**config.mk**
```make
export PLATFORM = sky130hd
export DESIGN_NAME = uart_transmitter
export DESIGN_NICKNAME = d
export VERILOG_FILES = /design/src/rtl/uart_pkg.sv /design/src/rtl/uart_baud_tick.sv /design/src/rtl/uart_transmitter.sv
export SDC_FILE = /design/constraint.sdc
export NUM_CORES = 1
export LEC_CHECK = 0
export ABC_AREA = 1
export BUFFER_PORTS_ARGS = -buffer_cell sky130_fd_sc_hd__buf_4
export CORE_MARGIN = 2
export CORE_UTILIZATION = 54
export CTS_BUF_LIST = sky130_fd_sc_hd__clkbuf_8
export CTS_CLUSTER_DIAMETER = 50
export CTS_CLUSTER_SIZE = 25
export DETAILED_ROUTE_END_ITERATION = 7
export PLACE_DENSITY = 0.75
export SYNTH_ARGS = -nofsm -noshare
export SYNTH_HDL_FRONTEND = slang
export SYNTH_SLANG_ARGS = --single-unit
```
**constraint.sdc**
```tcl
create_clock -name Clock -period 1.7 [get_ports Clock]
set_clock_uncertainty 0.2 [all_clocks]
set_input_delay 0.34 -clock Clock [delete_from_list [all_inputs] [get_ports Clock]]
set_output_delay 0.34 -clock Clock [all_outputs]
set_load 0.01 [all_outputs]
```
**src/rtl/uart_pkg.sv**
```systemverilog
// Shared UART definitions: FSM state encoding and bit-period helper.
// Shared by the transmitter and the receiver.
package uart_pkg;

  localparam int unsigned DATA_BITS = 8;

  typedef enum logic [2:0] {
    IDLE   = 3'd0,
    START  = 3'd1,
    DATA   = 3'd2,
    PARITY = 3'd3,
    STOP   = 3'd4
  } uartState_t;

  // Clock cycles per serial bit, truncating integer division.
  function automatic int unsigned symbolEdgeTime(input int unsigned clockFreq,
                                                 input int unsigned baudRate);
    return clockFreq / baudRate;
  endfunction

endpackage

```
**src/rtl/uart_baud_tick.sv**
```systemverilog
// Bit-period counter: pulses Tick_c on the last cycle of every bit period.
// Clear holds the counter at zero so a new frame starts on a bit boundary.
module uart_baud_tick #(
  parameter int unsigned SYMBOL_EDGE_TIME = 10
) (
  input  logic Clock,
  input  logic Reset,
  input  logic Clear,
  output logic Tick_c
);

  localparam int unsigned CW = (SYMBOL_EDGE_TIME > 1) ? $clog2(SYMBOL_EDGE_TIME) : 1;

  logic [CW-1:0] count;

  assign Tick_c = (count == CW'(SYMBOL_EDGE_TIME - 1));

  // Restart at each bit boundary, so the counter never wraps inside a bit.
  always_ff @(posedge Clock) begin
    if (Reset || Clear || Tick_c) count <= '0;
    else                          count <= count + CW'(1);
  end

endmodule

```
**src/rtl/uart_transmitter.sv**
```systemverilog
// 8N1 UART transmitter with valid/ready byte input and registered serial output.
// Define UART_TX_PARITY_EN to insert an even-parity bit between data and stop.
module uart_transmitter
  import uart_pkg::*;
#(
  parameter int unsigned CLOCK_FREQ = 50_000_000,
  parameter int unsigned BAUD_RATE  = 115_200
) (
  input  logic                 Clock,
  input  logic                 Reset,
  input  logic [DATA_BITS-1:0] DataIn,
  input  logic                 DataInValid,
  output logic                 DataInReady,
  output logic                 SOut
);

  localparam int unsigned SYMBOL_EDGE_TIME = symbolEdgeTime(CLOCK_FREQ, BAUD_RATE);

  uartState_t           state, stateNext;
  logic [2:0]           bitIdx, bitIdxNext;
  logic [DATA_BITS-1:0] dataReg;
  logic                 sOutNext, readyNext;
  logic                 accept;
  logic                 tick;

  assign accept = (state == IDLE) && DataInValid && DataInReady;

  uart_baud_tick #(
    .SYMBOL_EDGE_TIME(SYMBOL_EDGE_TIME)
  ) baudTick (
    .Clock (Clock),
    .Reset (Reset),
    .Clear (state == IDLE),
    .Tick_c(tick)
  );

  // State and datapath registers; outputs are registered from next-state values.
  always_ff @(posedge Clock) begin
    if (Reset) begin
      state       <= IDLE;
      bitIdx      <= 3'd0;
      dataReg     <= '0;
      SOut        <= 1'b1;
      DataInReady <= 1'b1;
    end else begin
      state       <= stateNext;
      bitIdx      <= bitIdxNext;
      SOut        <= sOutNext;
      DataInReady <= readyNext;
      if (accept) dataReg <= DataIn;
    end
  end

  // Next-state and bit index.
  always_comb begin
    stateNext  = state;
    bitIdxNext = bitIdx;
    case (state)
      IDLE: begin
        bitIdxNext = 3'd0;
        if (accept) stateNext = START;
      end
      START: if (tick) stateNext = DATA;
      DATA: begin
        if (tick) begin
          bitIdxNext = 3'(bitIdx + 3'd1);
          if (bitIdx == 3'd7) begin
`ifdef UART_TX_PARITY_EN
            stateNext = PARITY;
`else
            stateNext = STOP;
`endif
          end
        end
      end
`ifdef UART_TX_PARITY_EN
      PARITY: if (tick) stateNext = STOP;
`endif
      STOP: if (tick) stateNext = IDLE;
      default: stateNext = IDLE;
    endcase
  end

  // Output values for the state being entered.
  always_comb begin
    sOutNext  = 1'b1;
    readyNext = 1'b0;
    case (stateNext)
      IDLE:  readyNext = 1'b1;
      START: sOutNext  = 1'b0;
      DATA:  sOutNext  = dataReg[bitIdxNext];
`ifdef UART_TX_PARITY_EN
      PARITY: sOutNext = ^dataReg;
`endif
      default: sOutNext = 1'b1;
    endcase
  end

endmodule

```
==> metrics.md <==
| Metric | Value |
|---|---|
| Filler cell count | `between 150 and 200` |
| Number of max-cap violations | `0` |
| Maximum clock rate | `0.552 GHz` |
| Syn nets | `between 150 and 200` |
| Rows | `17` |
| RSZ-0062 raised after global routing | `yes` |
| Fin util | `0.717` |
| YS warnings | `0` |
| First-pass GRT wire length | `4010 um` |
| IO Pins | `13` |
| Yosys cell types | `26` |
| Seq cells post-synth | `25` |
| Least-Margin Pin Slew | `0.366 ns` |
| Fin cells | `roughly 210` |
| CTS tree | `built` |
| Final period util | `1.07` |
| Leading area contributor after synthesis | `dfxtp_1` |
| Final wirelength | `roughly 2400 um` |
| Grt ovf | `0` |
| Slew HR | `0.756` |
| Setup ws final | `-0.111 ns` |
| CP max FO | `5` |
| Drt first pass iters | `4` |
| Core Footprint | `2170 sq um` |
| Final setup violation count | `2` |
| Vias in the first global route | `987` |
| CTS sink cnt | `25` |
| DRT iter0 DRCs | `11` |
| Bufs on Longest Clock Path | `2` |
| Total CTS buffers | `3` |
| Synthesized area per cell | `approximately 7.7 sq um` |
| Slew Viols, Final | `0` |
| Post-route DRC | `0` |
| CP Data Required Time | `1.72 ns` |
| Nets | `approximately 200` |
| CP endpoint kind | `register` |
| Post-synth EDFFs | `0` |
| Sequential cell area | `503 sq um` |
| Port Buffers | `12` |
| Hold-fix buffers, CTS | `0` |
| Die height | `51.2 um` |
| Power Dens Cells | `approximately 710 nW/um^2` |
| P_leak | `0.697 nW` |
| Global placement routability congestion | `a little over 0.8` |
| Average wire per standard cell | `around 12 um` |
| Synth-to-Final Area Change | `29.1%` |
| GRT Util Overall | `0.205` |
| Vias per cell | `just over 5` |
| Hold Crit Class | `in2reg` |
| Status | `finished with violations` |
| Die Footprint | `approximately 2600 sq um` |
| Largest net degree at the start of global routing | `17` |
| Max VDD drop | `0.000689 V` |
| CTS H-tree depth | `1` |
| Most frequent cells in the layout | `dfxtp_1, inv_1, buf_4, nand2_1, nor2_1` |
| Failing checks | `negative setup slack` |
| Gate count after technology mapping | `between 150 and 200` |
| Top post-synthesis cells by area | `dfxtp_1, inv_1, nand2_1, nor2_1, ha_1` |
| Sequential area share after synthesis | `0.415` |
| Die X-Extent | `51.2 um` |
| Critical Path AT | `about 1.8 ns` |
| Endpoints failing hold | `0` |
| Worst-path clk slew | `roughly 0.08 ns` |
| CTS root buf | `clkbuf_8` |
| Worst setup path category | `reg2reg` |
| Initial Utilization | `0.555` |
| DP Cell Count | `a little over 200` |
| Final min period | `roughly 1.8 ns` |
| Critical Path Start Type | `register` |
| DRT antenna net count | `0` |
| Async set-reset flop share out of synthesis | `0` |
| Synthesized area | `1200 sq um` |
| Ys flop type | `dfxtp_1` |
| Clock latency on the worst-skew pair | `approximately 0.27 ns` |
| Initial antenna violation count | `0` |
| Vias | `roughly 1.1k` |
| Antenna Cells | `0` |
| Share of layout cells above drive strength 1 | `0.315` |
| Detail Placement HPWL | `between 1500 and 2000 um` |
| Synth top area share | `0.415` |
| Multi-input logic area | `around 700 sq um` |
==> cells in the mapped netlist, drive strengths merged (2+ instances only) <==
cell,instances
ha,4
a21oi,9
nand2,27
nor2,22
nor3b,3
xnor2,2
inv,26
o21ai,10
dfxtp,25
nand4,7
nand3,11
nor3,4
clkbuf,2
==> per-stage QoR <==
stage | setup TNS (ns) | total power [W] | instance area [sq um] | setup slack [ns] | hold WS [ns]
after floorplan | 0 | 0.000721 | 1200 | 0.0140 | 0.211
after global placement | 0 | 0.000771 | 1380 | 0.00277 | 0.247
after detailed placement | -0.112 | 0.000775 | 1380 | -0.0688 | 0.250
after CTS | -0.0780 | 0.00111 | 1440 | -0.0533 | 0.0810
after global routing | -0.876 | 0.00116 | 1560 | -0.238 | 0.0816
final | -0.188 | 0.00111 | 1560 | -0.111 | 0.0839
==> power breakdown <==
| group | internal [W] | total (W) | switching, W |
|---|---|---|---|
| Sequential | 0.000615 | 0.000626 | 0.0000106 |
| Clock | 0.000162 | 0.000339 | 0.000177 |
| Combinational | 0.0000596 | 0.000147 | 0.0000874 |
==> final timing paths <==
kind / startpoint / end / slack, ns / cells after the start
max: baudTick.count[1]$_SDFF_PP0_ / SOut$_SDFF_PP1_ / -0.11 / 14
max reg2reg: baudTick.count[1]$_SDFF_PP0_ / SOut$_SDFF_PP1_ / -0.11 / 14
min reg2reg: dataReg[7]$_SDFFE_PP0P_ / dataReg[7]$_SDFFE_PP0P_ / 0.26 / 2
min: Reset / state[2]$_SDFF_PP0_ / 0.08 / 2
==> registers in the layout, indices dropped and copies added (netlist names) <==
register,cells
state,3
dataReg,8
bitIdx,3
baudTick.count,9
DataInReady,1
SOut,1
==> routing by layer <==
| metal | GRT usage | part of all wire | vias up |
|---|---|---|---|
| met5 | 0 | 0 | - |
| met4 | 0.118 | 0.021 | 0 |
| met3 | 0.0263 | 0.028 | 5 |
| met2 | 0.357 | 0.48 | 19 |
| met1 | 0.241 | 0.47 | 490 |
| li1 | - | - | 554 |
==> layout make-up <==
cell class                 instances  share of cell area
multi-input combinational        103               0.451
sequential                        25               0.323
timing repair buffer              23               0.111
inverter                          26              0.0628
clock buffer                       3              0.0265
tap                               28              0.0225
clock inverter                     1             0.00241
==> cells by family after synthesis <==
group	after synthesis	synth area share
AOI/OAI and AO/OA	22	0.0966
xor gates and xnor gates	2	0.0145
adders and majority gates	4	0.0415
buffers and inverters	28	0.0872
DFF	25	0.415
and+or+nand+nor	75	0.345
==> worst max-delay path, cell delays in order, from the launching register on <==
cell	delay, ns
dfxtp_2	0.33
inv_2	0.05
ha_4	0.12
nand2_4	0.04
nor2_4	0.17
nand3_4	0.15
nand2_4	0.14
nand2_4	0.06
nor2_4	0.14
nand3_2	0.06
nand2_1	0.07
nand2_1	0.05
nand2_1	0.06
nand2_1	0.05
nand3_2	0.05
==> what timing repair did <==
item	4_1_cts	5_1_grt
setup endpoints to repair	4	13
gates resized for setup	2	23
endpoints found under the hold margin	0	0
pin swaps	0	11
buffers inserted	0	3
cloned	0	0
Note: power is estimated with default switching activity, not from simulation.
